==> src/rtl/sha_1_padder.sv <==
// SHA-1 message padder: byte stream in, padded 512-bit blocks out as sixteen
// big-endian 32-bit words with first/last flags for the hash core.
module sha_1_padder #(
   parameter int unsigned LEN_W = 64
) (
   input  logic              clk,
   input  logic              reset,
   input  logic              in_valid,
   output logic              in_ready,
   input  logic [7:0]        in_data,
   input  logic              in_keep,
   input  logic              in_last,
   output logic              out_valid,
   input  logic              out_ready,
   output logic [15:0][31:0] q_block,
   output logic              out_first,
   output logic              out_last
);

   typedef enum logic [2:0] {S_FILL, S_PAD80, S_ZERO, S_LEN, S_EMIT} state_t;

   state_t            r_state, r_pend;
   logic [6:0]        r_idx;
   logic [LEN_W-1:0]  r_len;
   logic              r_first_pend, r_final, r_fits;
   logic [15:0][31:0] r_block;
   logic              r_out_valid, r_out_first, r_out_last;

   logic              w_accept;
   logic [3:0]        w_word;
   logic [4:0]        w_lane;
   logic [6:0]        w_idx_inc;
   logic [63:0]       w_len64;

   assign w_accept  = in_valid && (r_state == S_FILL);
   assign w_word    = r_idx[5:2];
   assign w_lane    = {~r_idx[1:0], 3'b000};
   assign w_idx_inc = r_idx + 7'd1;
   assign w_len64   = 64'(r_len);

   assign in_ready  = (r_state == S_FILL);
   assign out_valid = r_out_valid;
   assign out_first = r_out_first;
   assign out_last  = r_out_last;
   assign q_block   = r_block;

   always_ff @(posedge clk or posedge reset) begin
      if (reset) begin
         r_state      <= S_FILL;
         r_pend       <= S_FILL;
         r_idx        <= '0;
         r_len        <= '0;
         r_first_pend <= 1'b1;
         r_final      <= 1'b0;
         r_fits       <= 1'b1;
         r_block      <= '0;
         r_out_valid  <= 1'b0;
         r_out_first  <= 1'b0;
         r_out_last   <= 1'b0;
      end else begin
         case (r_state)
            S_FILL: begin
               if (w_accept) begin
                  if (in_keep) begin
                     r_block[w_word][w_lane +: 8] <= in_data;
                     r_idx <= w_idx_inc;
                     r_len <= r_len + LEN_W'(8);
                  end
                  if (in_keep && r_idx == 7'd63) begin
                     r_state     <= S_EMIT;
                     r_pend      <= in_last ? S_PAD80 : S_FILL;
                     r_out_valid <= 1'b1;
                     r_out_first <= r_first_pend;
                     r_out_last  <= 1'b0;
                  end else if (in_last) begin
                     r_state <= S_PAD80;
                  end
               end
            end
            S_PAD80: begin
               r_block[w_word][w_lane +: 8] <= 8'h80;
               r_idx <= w_idx_inc;
               // r_fits: the length field still fits in this block after the 0x80
               if (r_idx == 7'd63) begin
                  r_fits      <= 1'b1;
                  r_state     <= S_EMIT;
                  r_pend      <= S_ZERO;
                  r_out_valid <= 1'b1;
                  r_out_first <= r_first_pend;
                  r_out_last  <= 1'b0;
               end else begin
                  r_fits  <= (r_idx <= 7'd55);
                  r_state <= S_ZERO;
               end
            end
            S_ZERO: begin
               if (r_fits && r_idx == 7'd56) begin
                  r_state <= S_LEN;
               end else if (r_idx == 7'd64) begin
                  r_fits      <= 1'b1;
                  r_state     <= S_EMIT;
                  r_pend      <= S_ZERO;
                  r_out_valid <= 1'b1;
                  r_out_first <= r_first_pend;
                  r_out_last  <= 1'b0;
               end else begin
                  r_block[w_word][w_lane +: 8] <= 8'h00;
                  r_idx <= w_idx_inc;
               end
            end
            S_LEN: begin
               r_block[14]  <= w_len64[63:32];
               r_block[15]  <= w_len64[31:0];
               r_final      <= 1'b1;
               r_state      <= S_EMIT;
               r_out_valid  <= 1'b1;
               r_out_first  <= r_first_pend;
               r_out_last   <= 1'b1;
            end
            S_EMIT: begin
               if (out_ready) begin
                  r_out_valid  <= 1'b0;
                  r_out_first  <= 1'b0;
                  r_out_last   <= 1'b0;
                  r_idx        <= '0;
                  r_first_pend <= 1'b0;
                  if (r_final) begin
                     r_len        <= '0;
                     r_first_pend <= 1'b1;
                     r_final      <= 1'b0;
                     r_state      <= S_FILL;
                  end else begin
                     r_state <= r_pend;
                  end
               end
            end
            default: r_state <= S_FILL;
         endcase
      end
   end

endmodule

==> config.mk <==
export PLATFORM = sky130hd
export DESIGN_NAME = sha_1_padder
export DESIGN_NICKNAME = d
export VERILOG_FILES = /design/src/rtl/sha_1_padder.sv
export SDC_FILE = /design/constraint.sdc
export NUM_CORES = 1
export LEC_CHECK = 0
export CAP_MARGIN = 15
export CORE_ASPECT_RATIO = 0.5
export CORE_MARGIN = 4
export CORE_UTILIZATION = 40
export DETAILED_ROUTE_END_ITERATION = 6
export GPL_TIMING_DRIVEN = 0
export PLACE_DENSITY = 0.67
export SLEW_MARGIN = 20
export SYNTH_ARGS = -nofsm -noshare
export SYNTH_HDL_FRONTEND = slang
export SYNTH_SLANG_ARGS = --single-unit
export TNS_END_PERCENT = 100
==> constraint.sdc <==
create_clock -name clk -period 18.9 [get_ports clk]
set_input_delay 1.89 -clock clk [delete_from_list [all_inputs] [get_ports clk]]
set_output_delay 1.89 -clock clk [all_outputs]
set_load 0.005 [all_outputs]
==> metrics.md, run 1 <==
| Metric | Value |
|---|---|
| Placed insts | `3,303` |
| Vias per inst | `5.42` |
| Core area | `65,000 um^2` |
| Synth Net Count | `1,902` |
| Critical Path Fanout Max | `10` |
| Most numerous cell in the Yosys netlist | `dfrtp_1` |
| Routed len/inst | `24.7 um` |
| Reg-to-Reg Start | `r_idx[0]` |
| Largest net degree at the start of global routing | `103` |
| R2R cell count | `8` |
| Util after Layout | `53.6%` |
| Clock latency at the later pin of the worst-skew pair | `610 ps` |
| Tcrit/Tclk final | `23.1%` |
| All-Layer GR Usage | `23.3%` |
| Post-synth cell types | `67` |
| Ys Warns | `0` |
| Full die area | `70,100 um^2` |
| Routed WL | `84,000 um` |
| Routability congestion estimate | `0.909` |
| Maximum VDD drop | `71.2 uV` |
| DRC Markers | `0` |
| Worst hold start | `out_valid` |
| EDFF count, synth | `0` |
| F_max | `229 MHz` |
| Starting density of the core | `40.5%` |
| WHS | `485 ps` |
| Via count | `18.4k` |
| Hold bufs inserted after CTS | `0` |
| Share of cells above drive strength 1 | `25.3%` |
| Slew Limit Fails | `0` |
| Worst Setup End Kind | `flop` |
| Hold crit path type | `flop to flop` |
| Relative slew slack | `21.8%` |
| Largest area contributor in the netlist | `dfrtp_1` |
| Mean Syn Cell Area | `14.0 um^2` |
| Top_reg_cell synth | `dfrtp_1` |
| Worst R2R End | `q_block[414]` |
| Area share of the largest cell type after synthesis | `56.1%` |
| Clock-pin slew on the worst setup and hold paths | `70 ps` |
| Setup WS post-layout | `14,530 ps` |
| Post-Synthesis Cells | `1,883` |
| Crit Path Class | `primary input to flop` |
| Port bufs | `528` |
| Die width | `371 um` |
| Tightest Pin Transition | `1170 ps` |
| Final Hold Fails | `0` |
| DRT antenna net count | `0` |
| #FFs+latches synth | `591` |
| Router iterations before antenna repair | `6` |
| Root Buffer | `clkbuf_16` |
| Critical path arrival | `4840 ps` |
| CTS HTree Levels | `2` |
| CTS Buffer Depth | `3` |
| Resize count post-CTS | `0` |
| PD cells | `115 nW/um^2` |
| Worst Setup Start Kind | `primary input` |
| Reg2Reg Setup Slack | `15,370 ps` |
| Nets@finish | `2,495` |
| Hold path cells | `1` |
| Main area contributors after synthesis | `dfrtp_1 56%, mux2_4 18%, mux2_2 6.0%` |
| CTS buffer count | `55` |
| Fin Clk Skew | `26.6 ps` |
| CTS tree | `yes` |
| Area grow syn2layout | `32.5%` |
| Ys async rst share | `100%` |
| Place WS | `13,990 ps` |
| List of most frequent post-synthesis cells | `589 x dfrtp_1, 312 x mux2_4, 139 x mux2_2, 84 x nand2_1, 83 x clkbuf_1` |
| Min Tclk post-route | `4370 ps` |
| P_leak | `16.3 nW` |
| Die height | `189 um` |
| Initial DRC Count | `1,382` |
| Sequential area share after synthesis | `56.3%` |
| Mapped cell area | `26,300 um^2` |
| Vias in the first global route | `18.5k` |
| Max-cap violation count | `0` |
| Initial antenna violation count | `2` |
| Setup Fix Bufs, Post-CTS | `0` |
| Site Rows | `66` |
| Non-Filler Instances | `3,404` |
| Status | `completed` |
| Hold Path Sink | `out_valid` |
| CP Data Required Time | `19,370 ps` |
| HPWL after DPL | `62,700 um` |
| Global-route wire length before repair | `125,000 um` |
| Unrepaired setup endpoints after global routing | `no` |
| Grt ovf | `0` |
| Boundary Pins | `530` |
| Total clock sinks | `591` |
| Sum Neg Setup Slack | `0 ps` |
| Final setup vio count | `0` |
==> placed cells by master (no fill, tap or decap), types with 11 or more instances in the layout <==
cell | Yosys | final
buf_6 | 10 | 11
clkdlybuf4s50_1 | 0 | 528
mux2_4 | 312 | 312
and2_1 | 35 | 35
nand4_1 | 35 | 35
o31ai_1 | 16 | 16
a22oi_1 | 55 | 55
buf_4 | 38 | 38
and3_1 | 13 | 13
or4_1 | 51 | 51
nor3_1 | 14 | 13
nand3_1 | 36 | 36
o2bb2ai_1 | 56 | 56
or3_1 | 25 | 25
clkbuf_16 | 0 | 57
o21ai_0 | 35 | 35
a21oi_1 | 53 | 53
nand2_1 | 84 | 84
clkbuf_1 | 83 | 90
nor2_1 | 54 | 54
clkinv_2 | 0 | 16
dfrtp_1 | 589 | 589
mux2_2 | 139 | 139
xor2_1 | 22 | 22
buf_2 | 11 | 12
==> routing by layer <==
layer  part of all wire [%]  up-vias  global-route usage, %
li1                       -     8061                      -
met1                     40     9582                   29.9
met2                     50      605                   40.2
met3                    4.3      186                   2.76
met4                    4.9        0                   9.76
met5                      0        -                      0
==> registers in the layout, summed over array words and instances (netlist names) <==
register      cells
r_idx             7
r_first_pend      1
r_fits            1
r_pend            2
r_len            61
r_state           3
r_final           1
q_block         512
out_first         1
out_last          1
out_valid         1
==> worst max-delay path: stages <==
cell	delay, ps
clkdlybuf4s50_1	640
nand2_1	140
a21o_1	300
buf_2	290
nor2_2	350
buf_4	270
nand4_1	480
mux2_2	470
==> worst max path at each step <==
stage / slack [ps] / startpoint / endpoint / depth (start not counted)
after CTS: 14620 / in_keep / q_block[357] / 8
after detailed placement: 13990 / in_keep / q_block[357] / 8
after global placement: -6770 / reset / q_block[144] / 2
after floorplan: 470 / reset / out_first / 1
after global routing: 14440 / in_keep / q_block[352] / 8
final: 14530 / in_valid / q_block[358] / 8
==> area by class of cell <==
type,count,area (um^2)
Timing Repair Buffer,536,5470
Buffer,142,764
Multi-Input combinational cell,1139,10700
Sequential cell,591,14800
Antenna cell,1,2.50
Clock inverter,27,368
Inverter,11,48.8
Fill cell,5386,30200
Tap cell,884,1110
Clock buffer,73,1580
==> where the power goes <==
part	internal [W]	switching [W]
sequential	0.00143	0.000112
clock	0.000708	0.000505
combinational	0.000562	0.000679
total	0.00270	0.00130
==> through the flow <==
stage / area [um^2] / total power (W)
after floorplan: 26300 / 0.00217
after global placement: 32700 / 0.00277
after detailed placement: 32900 / 0.00280
after CTS: 34800 / 0.00401
after global routing: 34800 / 0.00416
final: 34800 / 0.00399
==> cells by family (layout without fill, tap and decap cells) <==
| logic type | count (synthesis) | after routing | synth area share [%] |
|---|---|---|---|
| AO/OA/AOI/OAI | 262 | 262 | 7.11 |
| XOR/XNOR | 27 | 27 | 0.899 |
| adder cells (fa/ha/maj) | 5 | 5 | 0.238 |
| buffers and inverters | 153 | 789 | 3.06 |
| flip-flops | 591 | 591 | 56.3 |
| multiplexers | 452 | 452 | 23.8 |
| other | 0 | 1 | 0 |
| AND/OR/NAND/NOR | 393 | 393 | 8.62 |
Power figures use the tool's default switching activity.
==> run 2, diff against run 1 <==
- clock period: 18.9 -> 3.6 ns (I/O delays scaled with it)
==> run 2 against run 1 <==
Flip-flop and latch count unchanged. Worst setup slack lost 14000 ps. Total power increased to 5.2 times the previous value. Register-to-register slack worse by 15000 ps. Critical path type is now flop to flop. Via count rose by 0.24%. Wire length grew 0.76%. Sequential power rose to 5.3 times the previous value. Final area grew 0.23%. Clock power rose to 4.9 times the previous value. Clock skew fell by 7.6 ps.
==> metrics.md, run 2 (synthesis gave the netlist of run 1 again) <==
| Metric | Value |
|---|---|
| HPWL after DPL | `63,800 um (+1.6%)` |
| Share of cells above drive strength 1 | `25.7% (+0.40 points)` |
| Vias per inst | `5.42 (+0.12%)` |
| Gr busiest metal | `met2` |
| Status | `completed` |
| Unrepaired setup endpoints after global routing | `no` |
| Initial antenna violation count | `1 (-1)` |
| Nets@finish | `2,507 (+0.48%)` |
| PD cells | `590 nW/um^2 (+410%)` |
| Total power | `0.0206 W (+420%)` |
| Die height | `189 um (unchanged)` |
| Boundary Pins | `530 (unchanged)` |
| Starting density of the core | `40.5% (unchanged)` |
| Global-route wire length before repair | `125,000 um (+0.14%)` |
| Met1 GRT Util | `30.3% (+0.34 points)` |
| M2 GR Usage | `40.3% (+0.093 points)` |
| Hold bufs inserted after CTS | `0 (unchanged)` |
| Routed WL | `84,600 um (+0.76%)` |
| Clock-pin slew on the worst setup and hold paths | `70 ps (about the same)` |
| CTS HTree Levels | `2 (unchanged)` |
| Grt ovf | `0 (unchanged)` |
| Met3 Use GR | `2.78% (+0.019 points)` |
| CP Data Required Time | `4090 ps (-15,280 ps)` |
| Routability congestion estimate | `0.924 (+1.7%)` |
| Fin Clk Skew | `19.0 ps (-7.58 ps)` |
| Slew Limit Fails | `0 (unchanged)` |
| DRC Markers | `0 (unchanged)` |
| Worst R2R End | `q_block[338]` |
| Core area | `65,000 um^2 (unchanged)` |
| Sum Neg Setup Slack | `0 ps (unchanged)` |
| Via count | `18.5k (+0.24%)` |
| Tightest Pin Transition | `1290 ps (+118 ps)` |
| Worst Setup End Kind | `flop` |
| Initial DRC Count | `1,402 (+1.4%)` |
| CTS buffer count | `54 (-1.8%)` |
| Relative slew slack | `13.9% (-7.9 points)` |
| Util after Layout | `53.7% (+0.12 points)` |
| Maximum VDD drop | `499 uV (+600%)` |
| R2R cell count | `10 (+2)` |
| Setup Fix Bufs, Post-CTS | `0 (unchanged)` |
| Critical Path Fanout Max | `10 (unchanged)` |
| Max-cap violation count | `0 (unchanged)` |
| Routed len/inst | `24.8 um (+0.64%)` |
| CTS Buffer Depth | `3 (unchanged)` |
| Vias in the first global route | `18.4k (-0.22%)` |
| Critical path arrival | `3870 ps (-970 ps)` |
| Final Hold Fails | `0 (unchanged)` |
| Min Tclk post-route | `3380 ps` |
| Reg-to-Reg Start | `r_idx[0]` |
| Reg2Reg Setup Slack | `220 ps (-15,150 ps)` |
| Clock latency at the later pin of the worst-skew pair | `600 ps (about the same)` |
| DRT antenna net count | `0 (unchanged)` |
| Root Buffer | `clkbuf_16` |
| Tcrit/Tclk final | `94.0%` |
| Full die area | `70,100 um^2 (unchanged)` |
| Port bufs | `528 (unchanged)` |
| Hold crit path type | `primary input to asynchronous set/reset pin` |
| Final setup vio count | `0 (unchanged)` |
| Worst Setup Start Kind | `flop` |
| CTS tree | `yes` |
| P_leak | `16.3 nW (+0.23%)` |
| Largest net degree at the start of global routing | `35 (-66%)` |
| Area grow syn2layout | `32.8%` |
| Crit Path Class | `flop to flop` |
| All-Layer GR Usage | `23.5% (+0.15 points)` |
| Resize count post-CTS | `0 (unchanged)` |
| Commonest non-fill, non-tap cell in the layout | `dfrtp_1` |
| Site Rows | `66 (unchanged)` |
| Router iterations before antenna repair | `6 (unchanged)` |
| Commonest non-fill, non-tap cells in the layout | `589 x dfrtp_1, 528 x clkdlybuf4s50_1, 312 x mux2_4, 139 x mux2_2, 84 x nand2_1` |
| Die width | `371 um (unchanged)` |
| Total clock sinks | `591 (unchanged)` |
| Max reg flops | `512 (unchanged)` |
| F_max | `296 MHz` |
## run 2: changes by cell type in the layout (fill, tap and decap cells not counted), moves of 2 or more
cell	previous run	this run
bufinv_16	9	5
clkbuf_2	0	10
clkbuf_16	57	55
buf_12	0	17
clkbuf_1	90	83
clkinv_2	16	8
clkinvlp_4	0	3
buf_16	6	3
clkinv_4	2	0
## run 2: worst max path at each step
stage / cells past startpoint / slack (ps) / end / from
floorplan: 1 / -4820 / out_first / reset
global placement: 2 / -8650 / r_len[29] / reset
detailed placement: 8 / 150 / q_block[314] / r_idx[0]
CTS: 8 / 130 / q_block[314] / r_idx[0]
global route: 9 / 10 / q_block[301] / r_idx[0]
finish: 10 / 220 / q_block[338] / r_idx[0]
## run 2: power by group
group	switching (W)	leakage, nW	internal (W)
sequential	0.000588	8.02	0.00750
combinational	0.00358	7.45	0.00299
clock	0.00258	0.868	0.00335
total	0.00674	16.3	0.0138
## run 2: per-layer routing
metal,vias to the layer above,part of all wire [%]
met5,-,0
met4,0,4.6
met3,175,4.3
met2,570,50
met1,9656,41
li1,8077,-
## run 2: area by class of cell
| cell class | instances | area [um^2] |
|---|---|---|
| diodes | 1 | 2.50 |
| plain buffers | 142 | 777 |
| clock buffers | 75 | 1550 |
| fillers | 5463 | 30100 |
| repair buffers | 549 | 5720 |
| inverters | 11 | 45.0 |
| flip-flops and latches | 591 | 14800 |
| multi-input cells | 1139 | 10700 |
| clock inverters | 16 | 214 |
| well taps | 884 | 1110 |
## run 2: critical path, stage by stage (launching register included)
cell	delay, ps
dfrtp_1	370
clkbuf_1	330
inv_1	140
ha_1	330
and3b_1	250
and2_4	180
o21a_4	250
buf_6	150
buf_6	150
nor4_4	680
mux2_2	420
## run 2: through the flow
step	std cells	worst slack, ps	area, um^2	hold slack [ps]
2_1_floorplan	1883	-4820	26300	458
3_3_place_gp	3295	-8650	32700	467
3_5_place_dp	3316	151	33100	474
4_1_cts	3407	131	34900	215
5_1_grt	3408	14.9	34900	265
6_report	3408	217	34900	224
==> variant, RTL diff (config.mk and constraints of run 1) <==
Set the parameter `LEN_W` to 256 (it was 64).
--- a/src/rtl/sha_1_padder.sv
+++ b/src/rtl/sha_1_padder.sv
@@ -1,7 +1,7 @@
 // SHA-1 message padder: byte stream in, padded 512-bit blocks out as sixteen
 // big-endian 32-bit words with first/last flags for the hash core.
 module sha_1_padder #(
-   parameter int unsigned LEN_W = 64
+   parameter int unsigned LEN_W = 256
 ) (
    input  logic              clk,
    input  logic              reset,
Check against the original RTL: not settled (the Yosys comparison gave no result); the edit may change what the design does.
==> variant against run 1 <==
- sequential share of layout area grew 3.3 points
- via count is 14% higher
- fmax fell by 0.74%
- design area decreased by 7.3%
- combinational power fell by 8%
- setup slack got worse by 0.032 ns
- sequential cell count is the same
- synthesized area is 9.2% lower
- wire length rose by 5.2%
- total power down 2.8%
- count of clock-buffer cells in the layout increased by 4
- die area is 8.9% lower
- first-iteration DRC count increased by 39%
- highest routed layer unchanged
==> variant: results (changes against run 1) <==
[status]
status=completed  ; unchanged

[placement]
post-dp-hpwl_um=66600  ; was 62700 um
port_buffers=529  ; was 528
dpl-instance-area_sq_um=30400  ; was 32900 sq um
finalWeightedCongestion=0.945  ; was 0.909
place_ws_ns=13.99  ; about the same

[power]
peakVddDrop_mv=0.0810  ; was 0.0712 mV
p_comb_w=0.00114  ; was 0.00124 W
p_sw_w=0.00130  ; about the same
p_clk_share_pct=29.9  ; was 30.4%

[synthesis]
synth-xor-area-share_pct=1.03  ; was 0.899%
synth_area_leaders=dfrtp_1 62%, o21ai_0 9.5%, nand2_1 9.1%  ; was dfrtp_1 56%, mux2_4 18%, mux2_2 6.0%
synthAdderAreaFrac_pct=0.262  ; was 0.238%
synth_compound_area_share_pct=16.4  ; was 7.11%
synth_mux_area_share_pct=1.80  ; was 23.8%

[global_route]
grt_pass1_wl_um=132000  ; was 125000 um
antenna_found_initial=4  ; was 2
grt_usage_pct=27.0  ; was 23.3%
grt_pass1_vias=20300  ; was 18500

[setup_path]
crit_path_end=q_block[248]  ; was q_block[358]
critPathMaxStageDelay_ns=0.69  ; was 0.64 ns
arrival_ns=4.87  ; was 4.84 ns
startpoint=in_keep  ; was in_valid
rr_endpoint=q_block[5]  ; was q_block[414]

[route]
vias=20900  ; was 18400
drt-wirelength-per-cell_um=23.4  ; was 24.7 um
dr.first_iter.drc_count=1915  ; was 1382
firstDrtPassIters=5  ; was 6

[hold_path]
whs_path_depth=2  ; was 1

[timing]
finClkSkew_ns=0.0238  ; was 0.0266 ns
slew_headroom_pct=23.4  ; was 21.8%
period_share_pct=23.3  ; was 23.1%

[cells_and_area]
drive_gt1_share_pct=4.89  ; was 25.3%

[clock_network]
numCtsBuffers=54  ; was 55

[variant: changes by cell type after synthesis, moves of 28 or more]
cell,run 1,this run
and2_1,35,7
buf_4,38,0
clkbuf_1,83,140
inv_1,11,44
mux2_2,139,8
mux2_4,312,0
mux2i_1,1,34
nand2_1,84,582
o21ai_0,35,452
or4_1,51,18
[variant: metal layers]
layer / vias up / GRT usage [%] / wire length (um)
li1: 9406 / - / -
met1: 10500 / 33.8 / 35100
met2: 795 / 46.1 / 43500
met3: 257 / 3.46 / 4180
met4: 0 / 13.9 / 5610
met5: - / 0 / 0
[variant: layout make-up]
class	instances	area, sq um
clock buffer	77	1610
multi-input combinational	1580	8380
inverter	45	176
sequential	591	14800
buffer	154	604
clock inverter	20	239
antenna	4	10.0
timing repair buffer	541	5520
fill	5115	25900
tap	768	961
